--- src/rtl/fifo_fwft.sv ---
// fifo_fwft: first-word-fall-through FIFO with extra pointer bit for full/empty.
module fifo_fwft #(
  parameter int WIDTH = 8,
  parameter int DEPTH = 4
) (
  input  logic                     clk,
  input  logic                     reset,
  input  logic                     push,
  input  logic [WIDTH-1:0]         push_data,
  input  logic                     pop,
  output logic [WIDTH-1:0]         head,
  output logic                     full,
  output logic                     empty,
  output logic [$clog2(DEPTH):0]   level
);
  localparam int ADDR_W = $clog2(DEPTH);
  logic [WIDTH-1:0] mem [DEPTH];
  logic [ADDR_W:0] wptr, rptr;
  logic do_push, do_pop;
  always_comb begin
    level   = wptr - rptr;
    empty   = wptr == rptr;
    full    = wptr == {~rptr[ADDR_W], rptr[ADDR_W-1:0]};
    do_pop  = pop && !empty;
    do_push = push && (!full || do_pop);
    head    = mem[rptr[ADDR_W-1:0]];
  end
  always_ff @(posedge clk) begin
    if (reset) begin
      wptr <= '0;
      rptr <= '0;
    end else begin
      if (do_push) wptr <= wptr + 1'b1;
      if (do_pop) rptr <= rptr + 1'b1;
    end
  end
  // a push at full only happens alongside a pop, so it overwrites the slot being read out
  always_ff @(posedge clk) if (do_push && !reset) mem[wptr[ADDR_W-1:0]] <= push_data;
endmodule

--- src/rtl/strobe_rx.sv ---
// strobe_rx: toggle-flag handshake receiver landing async words in a local FWFT FIFO.
module strobe_rx #(
  parameter int WIDTH = 8,
  parameter int DELAY = 2,
  parameter int DEPTH = 4
) (
  input  logic                   clk,
  input  logic                   reset,
  input  logic                   req_toggle,
  input  logic [WIDTH-1:0]       req_data,
  output logic                   ack_toggle,
  output logic                   out_valid,
  input  logic                   out_ready,
  output logic [WIDTH-1:0]       out_data,
  output logic [$clog2(DEPTH):0] level,
  output logic                   overflow
);
  logic [DELAY:0] sync;
  logic req_event, pending, full, empty, pop, can_write, write;
  always_comb begin
    req_event = sync[DELAY] ^ sync[DELAY-1];
    out_valid = !empty;
    pop       = out_valid && out_ready;
    can_write = !full || pop;
    write     = can_write && (req_event || pending);
  end
  // no reset term: the level held through reset becomes the baseline
  always_ff @(posedge clk) sync <= {sync[DELAY-1:0], req_toggle};
  always_ff @(posedge clk) begin
    if (reset) begin
      ack_toggle <= 1'b0;
      pending    <= 1'b0;
      overflow   <= 1'b0;
    end else begin
      if (write) ack_toggle <= ~ack_toggle;
      pending <= pending ? !can_write : req_event && !can_write;
      if (req_event && pending) overflow <= 1'b1;
    end
  end
  fifo_fwft #(.WIDTH(WIDTH), .DEPTH(DEPTH)) u_fifo (
    .clk       (clk),
    .reset     (reset),
    .push      (write),
    .push_data (req_data),
    .pop       (pop),
    .head      (out_data),
    .full      (full),
    .empty     (empty),
    .level     (level)
  );
endmodule

--- config.mk ---
export PLATFORM = sky130hd
export DESIGN_NAME = strobe_rx
export DESIGN_NICKNAME = d
export VERILOG_FILES = /design/src/rtl/fifo_fwft.sv /design/src/rtl/strobe_rx.sv
export SDC_FILE = /design/constraint.sdc
export NUM_CORES = 1
export LEC_CHECK = 0
export CAP_MARGIN = 0
export CORE_MARGIN = 2
export CORE_UTILIZATION = 45
export CTS_CLUSTER_SIZE = 25
export DETAILED_ROUTE_END_ITERATION = 8
export DONT_BUFFER_PORTS = 1
export SETUP_SLACK_MARGIN = 0.05
export SYNTH_ARGS = -nofsm -noshare
export SYNTH_HDL_FRONTEND = slang
export SYNTH_SLANG_ARGS = --single-unit
--- constraint.sdc ---
create_clock -name clk -period 2.19 [get_ports clk]
set_input_delay 0.438 -clock clk [delete_from_list [all_inputs] [get_ports clk]]
set_output_delay 0.438 -clock clk [all_outputs]
set_load 0.03 [all_outputs]
==> run summary, run 1 <==
DR WL/cell: 17.3 µm
Count of final hold-check violations: 0
Largest net degree at the start of global routing: 25
DRC errors left: 0
Clk buf depth: 2
Final number of setup-violating endpoints: 0
Max VDD drop: 0.433 mV
Crit path largest cell delay: 360 ps
Leak pwr: 0.760 nW
Met2 WL: 1530 µm
Synthesized flop and latch total: 46
Adder-cell share of the synthesized area: 5.54%
Layout cells sized above 1: 29.1%
Worst slew pin tran: 527 ps
Final WL: 3180 µm
Share of the synthesized area in the top cell type: 49.5%
Number of H-tree levels: 2
Worst Setup Path Type: reg2out
Met3 wire len: 171 µm
Final core occ: 53.7%
Die width: 69.7 µm
Total core area: 4090 µm²
Clock Skew: 3.33 ps
PortBufs: 0
Cells after synthesis: 119
Leading area contributor after synthesis: edfxtp_1
Crit. End Element: output port
DR top layer: met4
Sequential area share after synthesis: 63.9%
RSZ-0062 raised after global routing: no
Global placement routability congestion: 0.761
Outcome: complete, no violations
FMAX: 493 MHz
Number of fill cells: 348
CP startpoint kind: flip-flop
Clk slew on worst S/H paths: 80 ps
Starting Density: 47.6%
Slowest stage cell, crit path: dfxtp_4
Layout overhead on the synthesized area: 12.9%
Hold-critical path depth: 0
Synth Area in Compound Gates: 5.02%
Synth warn: 0
Clock period minus worst slack: 2030 ps
Critical Path RT: 1750 ps
Synth top area cells: edfxtp_1 49%, dfxtp_1 14%, mux4_2 9.3%
GRT Overall Usage: 13.6%
Multiplexer share of the synthesized area: 13.0%
Clock sink total: 46
Crit path max fanout: 4
Setup TNS: 0 ps
Vias per inst: 5.45
DP Wirelength: 2200 µm
Fin nets: 153
Crit-path cells: inv_4 > ha_1 > inv_1 > fa_2 > xor2_1 > buf_4
Grt ovf: 0
CTS tree: yes
Largest family of logic cells by synthesized area: multiplexers
Area fraction in and, or, nand and nor cells after synthesis: 8.44%
Synth Area in XOR/XNOR: 1.74%
WP data arrival: 1590 ps
Post-Route M1 WL: 1420 µm
CTS Root Cell: clkbuf_8
Max_cap viols: 0
Antenna violations before repair: 0
Post-route ant nets: 0
1st-iter DRT viols: 57
R2R depth: 4
Ant diodes: 0
Unique masters post-synth: 36
I/O Pins: 26
Via total after detailed routing: 1002
Die Y-Extent: 69.7 µm
Pwr per Cell Area: 1190 nW/µm²
Max Slew Vio Count: 0
Final Cycle Share: 92.7%
Vias in the first global route: 994
Row count: 23
Syn Nets: 139
Mapped Area: 1940 µm²
CTS Buf Count: 5
1st-pass router iterations: 4
Die area: 4860 µm²
First-pass GRT wire length: 5000 µm
Clock Latency Late Sink: 290 ps
HP Class: in2reg
Relative slew slack: 64.7%
Avg Inst Size Synth: 16.3 µm²
## critical path, delay by kind of cell, from the launching register on
family,cells,cell delay [ps]
flops,1,360
xor+xnor,1,160
fa+ha+maj,2,470
buf+inv,3,310
## synthesized netlist by cell type (all sizes together)
cell type,n
xnor2,1
o22ai,1
o41ai,1
mux4,8
nand2b,4
o21ai,1
mux2,4
nand2,1
and4bb,1
nand3,1
o2111ai,1
or3b,1
ha,7
mux2i,2
o211ai,1
nor4,1
o311ai,1
dfxtp,14
inv,8
a21oi,1
nand4b,1
fa,1
or4,1
xor2,2
clkbuf,2
a31oi,1
nand3b,1
buf,2
nor2,6
nor2b,3
a211o,1
o22a,1
edfxtp,32
nor3b,5
## cells in the final DEF, fill, tap and decap left out, types with 2 or more instances in the layout
cell type,instances
edfxtp_1,32
dfxtp_1,13
xor2_1,2
buf_4,11
mux2_2,2
nand2b_1,4
mux2_4,2
nor2_1,6
ha_1,7
inv_1,7
mux2i_1,2
clkbuf_8,5
mux4_2,8
nor3b_1,5
nor2b_1,3
## per-stage QoR
step | power [mW] | area, µm² | setup WS (ps) | instances | hold WS (ps)
2_1_floorplan | 1.84 | 1940 | -48.2 | 119 | 310
3_3_place_gp | 1.99 | 2060 | 356 | 175 | 321
3_5_place_dp | 2.01 | 2060 | 272 | 175 | 319
4_1_cts | 2.64 | 2180 | 62.1 | 183 | 155
5_1_grt | 2.74 | 2190 | 83.5 | 184 | 146
6_report | 2.62 | 2190 | 160 | 184 | 163
## final timing paths
check	slack (ps)	from	to
min	160	req_toggle	sync[0]
min reg2reg	340	sync[0]	sync[1]
max reg2reg	260	u_fifo.wptr[2]	u_fifo.mem[2][6]
max	160	u_fifo.wptr[0]	level[2]
## routing by layer
layer	vias up	global-route usage, %
met5	-	0
met4	0	5.77
met3	6	5.23
met2	20	21.0
met1	497	17.2
li1	479	-
## where the power goes
part           switching, mW  internal, mW
registers             0.0698          1.02
clock network          0.281         0.342
logic                  0.561         0.349
## logic make-up (layout without fill, tap and decap cells)
| family | after synthesis | in the layout |
|---|---|---|
| xor gates and xnor gates | 3 | 3 |
| AOI/OAI and AO/OA | 10 | 10 |
| DFF | 46 | 46 |
| and+or+nand+nor | 26 | 26 |
| muxes | 14 | 14 |
| adders and majority gates | 8 | 8 |
| buffers and inverters | 12 | 27 |
## registers in the layout, summed over array words and instances, names as in the netlist, named ones only
| signal | cells |
|---|---|
| sync | 3 |
| pending | 1 |
| u_fifo.wptr | 3 |
| ack_toggle | 1 |
| u_fifo.mem | 32 |
| overflow | 1 |
| u_fifo.rptr | 3 |
## cell type report
class	instances	area (µm²)	area share (%)
Sequential cell	46	1240	56.8
Multi-Input combinational cell	61	658	30.0
Timing Repair Buffer	11	82.6	3.76
Clock buffer	5	68.8	3.14
Tap cell	50	62.6	2.85
Clock inverter	3	43.8	2.00
Inverter	8	32.5	1.48
## timing repair
action / in CTS / in global routing
hold buffers: 0 / 0
gates resized for setup: 1 / 4
setup buffers: 0 / 1
endpoints found under the setup margin: 1 / 1
pin swaps: 0 / 0
Note: power is estimated with default switching activity, not from simulation.
==> run 2: changes to the inputs <==
--- a/config.mk
+++ b/config.mk
@@ -6,11 +6,15 @@
 export NUM_CORES = 1
 export LEC_CHECK = 0
 export CAP_MARGIN = 0
+export CELL_PAD_IN_SITES_DETAIL_PLACEMENT = 0
+export CELL_PAD_IN_SITES_GLOBAL_PLACEMENT = 1
 export CORE_MARGIN = 2
 export CORE_UTILIZATION = 45
 export CTS_CLUSTER_SIZE = 25
 export DETAILED_ROUTE_END_ITERATION = 8
 export DONT_BUFFER_PORTS = 1
+export MAX_ROUTING_LAYER = met4
+export PLACE_DENSITY_LB_ADDON = 0.1
 export SETUP_SLACK_MARGIN = 0.05
 export SYNTH_ARGS = -nofsm -noshare
 export SYNTH_HDL_FRONTEND = slang
==> run 2 against run 1 <==
  * Worst hold slack got worse by 1.3 ps
  * Critical path depth did not move
  * Design area fell by 1.3%
  * Critical path type unchanged
  * Highest routed layer unchanged
==> run summary, run 2 (same netlist as run 1, synthesis figures left out) <==
Outcome: complete, no violations (unchanged)
Max VDD drop: 0.388 mV (was 0.433 mV)
Clock Latency Late Sink: 300 ps (was 290 ps)
1st-pass router iterations: 4 (unchanged)
Clk slew on worst S/H paths: 90 ps (was 80 ps)
Number of H-tree levels: 2 (unchanged)
Fin nets: 154 (was 153)
Comb power frac: 36.6% (was 34.7%)
Relative slew slack: 71.9% (was 64.7%)
Most frequent cells in the layout: 32 x edfxtp_1, 12 x dfxtp_1, 12 x buf_4, 8 x mux4_2 (was 32 x edfxtp_1, 13 x dfxtp_1, 11 x buf_4, 8 x mux4_2)
Final Cycle Share: 92.9% (was 92.7%)
Pwr per Cell Area: 1150 nW/µm² (was 1190 nW/µm²)
Count of final hold-check violations: 0 (unchanged)
Hold Crit Endpoint: sync[0] (unchanged)
Worst Setup Path Type: reg2out (unchanged)
Hold-critical path depth: 0 (unchanged)
Sequential cell area: 1240 µm² (about the same)
Global placement routability congestion: 0.726 (was 0.761)
HP Class: in2reg (unchanged)
Seq pwr share: 43.7% (was 41.5%)
Starting Density: 47.6% (unchanged)
Total power: 2.49 mW (was 2.62 mW)
PortBufs: 0 (unchanged)
CTS Root Cell: clkbuf_8 (unchanged)
R2R depth: 6 (was 4)
Largest net degree at the start of global routing: 25 (unchanged)
Layout cells sized above 1: 28.9% (was 29.1%)
Die Y-Extent: 69.7 µm (unchanged)
Hold Buf Count CTS: 0 (unchanged)
Number of fill cells: 356 (was 348)
Clock Skew: 13.7 ps (was 3.33 ps)
Max FFs per register: 32 (unchanged)
Clock sink total: 46 (unchanged)
Layout overhead on the synthesized area: 11.5% (was 12.9%)
Final number of setup-violating endpoints: 0 (unchanged)
Clock period minus worst slack: 2040 ps (was 2030 ps)
Crit path max fanout: 4 (unchanged)
Critical Path RT: 1750 ps (about the same)
Internal power: 1.60 mW (was 1.71 mW)
CTS tree: yes (unchanged)
Max_cap viols: 0 (unchanged)
Total core area: 4090 µm² (unchanged)
Die width: 69.7 µm (unchanged)
Sw frac: 36.0% (was 34.8%)
Worst slew pin tran: 421 ps (was 527 ps)
Antenna violations before repair: 0 (unchanged)
1st-iter DRT viols: 36 (was 57)
Commonest non-fill, non-tap cell in the layout: edfxtp_1 (unchanged)
Power share of the clock group: 19.7% (was 23.8%)
CTS Buf Count: 5 (unchanged)
GRT Overall Usage: 14.9% (was 13.6%)
Crit. End Element: output port (unchanged)
RR Startpoint: u_fifo.rptr[1] (was u_fifo.wptr[2])
FMAX: 491 MHz (was 493 MHz)
RSZ-0062 raised after global routing: no (unchanged)
Grt ovf: 0 (unchanged)
WP data arrival: 1600 ps (was 1590 ps)
Post-placement cell count: 174 (was 175)
Leak pwr: 0.747 nW (was 0.760 nW)
Max Slew Vio Count: 0 (unchanged)
DP Wirelength: 2210 µm (was 2200 µm)
Final WL: 3190 µm (was 3180 µm)
Min-delay src: req_toggle (unchanged)
Clk buf depth: 2 (unchanged)
RR Endpoint: u_fifo.mem[2][2] (was u_fifo.mem[2][6])
DRC errors left: 0 (unchanged)
First-pass GRT wire length: 5220 µm (was 5000 µm)
Ant diodes: 0 (unchanged)
Area of the multi-input gates: 658 µm² (unchanged)
Flop2flop setup slack: 320 ps (was 260 ps)
Vias per inst: 5.50 (was 5.45)
I/O Pins: 26 (unchanged)
Psw: 0.899 mW (was 0.912 mW)
DR WL/cell: 17.2 µm (was 17.3 µm)
Via total after detailed routing: 1017 (was 1002)
Die area: 4860 µm² (unchanged)
Vias in the first global route: 1003 (was 994)
CP startpoint kind: flip-flop (unchanged)
Post-route insts no fill: 185 (was 184)
Row count: 23 (unchanged)
Post-route ant nets: 0 (unchanged)
## run 2: critical path, stage by stage, from the launching register on
cell and delay [ps]:
dfxtp_2 350, inv_2 80, ha_1 140, inv_1 50, fa_2 330, xor2_1 170
buf_4 180
## run 2: power by group through the flow
stage	Combinational [mW]	Clock, mW	Sequential (mW)
finish	0.913	0.491	1.09
detailed placement	0.898	0	1.11
CTS	0.898	0.500	1.09
global placement	0.895	0	1.11
floorplan	0.755	0	1.08
global route	0.983	0.532	1.10
## run 2: how the worst max path moves through the flow
stage                    from               end  slack, ps  cells after the start
2_1_floorplan  u_fifo.wptr[0]  u_fifo.mem[2][0]        -50                      5
3_3_place_gp   u_fifo.wptr[0]  u_fifo.mem[2][0]        260                      6
3_5_place_dp   u_fifo.wptr[0]  u_fifo.mem[3][2]        190                      6
4_1_cts        u_fifo.wptr[0]          level[2]         70                      6
5_1_grt        u_fifo.wptr[0]          level[2]         50                      6
6_report       u_fifo.wptr[0]          level[2]        150                      6
## run 2: repair_timing
| item | CTS | global route |
|---|---|---|
| gates resized for setup | 1 | 3 |
| pin swaps | 0 | 1 |
| setup endpoints to repair | 1 | 11 |
| buffers inserted | 0 | 3 |
## run 2: cell type report
cell class	count	area share [%]
inverters	8	1.39
well taps	50	2.89
multi-input cells	61	30.4
flip-flops and latches	46	57.4
clock inverters	2	0.404
repair buffers	12	4.16
clock buffers	6	3.35
## run 2: through the flow
step	hold WS, ps	utilization, %	TNS (ps)	setup slack (ps)	instance area [µm²]
after floorplan	310	-	-1300	-48.2	1940
after global placement	318	50.3	0	260	2060
after detailed placement	319	50.3	0	187	2060
after CTS	157	52.3	0	72.1	2140
after global routing	146	53.0	0	49.6	2170
final	162	53.0	0	155	2170
## run 2: per-layer routing
metal / vias to the layer above / wire [µm] / GRT usage, %
met2: 29 / 1450 / 21.3
met1: 498 / 1480 / 18.8
met3: 7 / 191 / 4.94
met5: - / 0 / -
met4: 0 / 71 / 8.33
li1: 483 / - / -
==> run 3: changes to the inputs <==
--- a/config.mk
+++ b/config.mk
@@ -15,6 +15,7 @@
 export DONT_BUFFER_PORTS = 1
 export MAX_ROUTING_LAYER = met4
 export PLACE_DENSITY_LB_ADDON = 0.1
+export RECOVER_POWER = 50
 export SETUP_SLACK_MARGIN = 0.05
 export SYNTH_ARGS = -nofsm -noshare
 export SYNTH_HDL_FRONTEND = slang
==> run 3 against run 2 <==
  * Total power decreased by 1.5%
  * Cell count unchanged
  * Utilization fell by 0.55 points
  * Worst hold slack gained 4.8 ps
  * Critical path type unchanged
==> run summary, run 3 (same netlist as run 1, synthesis figures left out) <==
Outcome: complete, no violations (unchanged)
Sw frac: 35.9% (was 36.0%)
Layout overhead on the synthesized area: 10.3% (was 11.5%)
Setup TNS: 0 ps (unchanged)
HP Class: in2reg (unchanged)
Crit. End Element: output port (unchanged)
Min-delay src: req_toggle (unchanged)
Vias per inst: 5.50 (about the same)
CTS Root Cell: clkbuf_8 (unchanged)
Ant diodes: 0 (unchanged)
First-pass GRT wire length: 5220 µm (unchanged)
Crit path max fanout: 4 (unchanged)
CP startpoint kind: flip-flop (unchanged)
Clock sink total: 46 (unchanged)
Worst path bufs/invs: 3 (unchanged)
1st-pass router iterations: 4 (unchanged)
Slowest stage cell, crit path: dfxtp_2 (unchanged)
Clk buf depth: 2 (unchanged)
FMAX: 491 MHz (about the same)
Max_cap viols: 0 (unchanged)
Most frequent cells in the layout: 32 x edfxtp_1, 12 x dfxtp_1, 10 x buf_4, 8 x mux4_2 (was 32 x edfxtp_1, 12 x dfxtp_1, 12 x buf_4, 8 x mux4_2)
Comb power frac: 35.9% (was 36.6%)
Flop2flop setup slack: 350 ps (was 320 ps)
Count of final hold-check violations: 0 (unchanged)
Crit path largest cell delay: 350 ps (about the same)
Worst Setup SP: u_fifo.wptr[0] (unchanged)
CTS Buf Count: 5 (unchanged)
I/O Pins: 26 (unchanged)
Clk slew on worst S/H paths: 80 ps (was 90 ps)
WP data arrival: 1600 ps (about the same)
Final WL: 3190 µm (unchanged)
Final Cycle Share: 92.9% (about the same)
Seq pwr share: 44.4% (was 43.7%)
Starting Density: 47.6% (unchanged)
Leak pwr: 0.738 nW (was 0.747 nW)
PortBufs: 0 (unchanged)
Number of H-tree levels: 2 (unchanged)
Final number of setup-violating endpoints: 0 (unchanged)
Global placement routability congestion: 0.726 (unchanged)
Die width: 69.7 µm (unchanged)
Largest net degree at the start of global routing: 25 (unchanged)
Top delay family on crit path: adder cells (unchanged)
Max FFs per register: 32 (unchanged)
CTS tree: yes (unchanged)
Row count: 23 (unchanged)
Worst slew pin tran: 409 ps (was 421 ps)
GRT Overall Usage: 14.9% (unchanged)
RR Startpoint: u_fifo.rptr[1] (unchanged)
Psw: 0.881 mW (was 0.899 mW)
Post-place setup slack: 187 ps (unchanged)
Worst Setup Path Type: reg2out (unchanged)
Clock period minus worst slack: 2040 ps (about the same)
DP Wirelength: 2210 µm (unchanged)
RSZ-0062 raised after global routing: no (unchanged)
Grt ovf: 0 (unchanged)
Commonest non-fill, non-tap cell in the layout: edfxtp_1 (unchanged)
Pwr per Cell Area: 1150 nW/µm² (about the same)
Vias in the first global route: 1003 (unchanged)
Die Y-Extent: 69.7 µm (unchanged)
Final WS setup: 155 ps (about the same)
Max Slew Vio Count: 0 (unchanged)
Power share of the clock group: 19.8% (was 19.7%)
Clock Latency Late Sink: 300 ps (about the same)
DRC errors left: 0 (unchanged)
Total core area: 4090 µm² (unchanged)
Relative slew slack: 72.6% (was 71.9%)
Via total after detailed routing: 1018 (was 1017)
Total power: 2.46 mW (was 2.49 mW)
Layout cells sized above 1: 26.7% (was 28.9%)
Fin nets: 154 (unchanged)
DR WL/cell: 17.2 µm (unchanged)
Crit-path cells: inv_2 > ha_1 > inv_1 > fa_2 > xor2_1 > buf_4 (unchanged)
Post-route ant nets: 0 (unchanged)
Critical Path RT: 1750 ps (about the same)
1st-iter DRT viols: 37 (was 36)
Clock Skew: 12.5 ps (was 13.7 ps)
Antenna violations before repair: 0 (unchanged)
Max VDD drop: 0.388 mV (about the same)
Internal power: 1.58 mW (was 1.60 mW)
Die area: 4860 µm² (unchanged)
[run 3: changes by cell type in the layout (fill, tap and decap cells not counted), sizes merged]
cell,previous run,this run
buf,12,10
clkbuf,6,8
[run 3: worst paths after layout]
| kind | end | depth (start not counted) |
|---|---|---|
| hold / removal | sync[0] | 0 |
| hold reg to reg | sync[1] | 0 |
| setup / recovery | level[2] | 6 |
| setup reg to reg | u_fifo.mem[2][2] | 6 |
[run 3: cell type report]
cell class | instances | area, µm²
clock inverter | 2 | 8.76
fill | 357 | 1940
inverter | 8 | 30.0
clock buffer | 6 | 72.6
tap | 50 | 62.6
sequential | 46 | 1240
multi-input combinational | 61 | 643
timing repair buffer | 12 | 82.6
[run 3: power groups by stage]
stage               clock network [mW]  registers, mW  logic (mW)
CTS                              0.500           1.09       0.898
detailed placement                   0           1.11       0.898
global placement                     0           1.11       0.895
global route                     0.532           1.10       0.949
finish                           0.485           1.09       0.881
floorplan                            0           1.08       0.755
[run 3: what timing repair did]
action                     4_1_cts  5_1_grt
resized for setup                1        3
pin swaps                        0        1
buffers inserted                 0        3
hold buffers                     0        0
setup endpoints to repair        1       11
cloned                           0        0
[run 3: routing by layer]
layer / routed length (µm) / share of wire, % / up-vias / GRT usage, %
met1: 1470 / 46 / 501 / 18.8
met5: 0 / 0 / - / -
li1: - / - / 484 / -
met2: 1460 / 46 / 26 / 21.3
met4: 71 / 2.2 / 0 / 8.33
met3: 196 / 6.1 / 7 / 4.94
[run 3: stage by stage]
step	std cells	hold WS (ps)	area, µm²	utilization (%)
floorplan	119	310	1940	-
global placement	174	318	2060	50.3
detailed placement	174	319	2060	50.3
CTS	182	157	2140	52.3
global route	185	146	2140	52.4
finish	185	166	2140	52.4
[run 3: worst reg2reg max path, delay by kind of cell (launching register included)]
family / cells / cell delay [ps]
buf+inv: 2 / 300
compound gates: 1 / 140
fa+ha+maj: 1 / 340
simple gates: 2 / 380
flops: 1 / 370
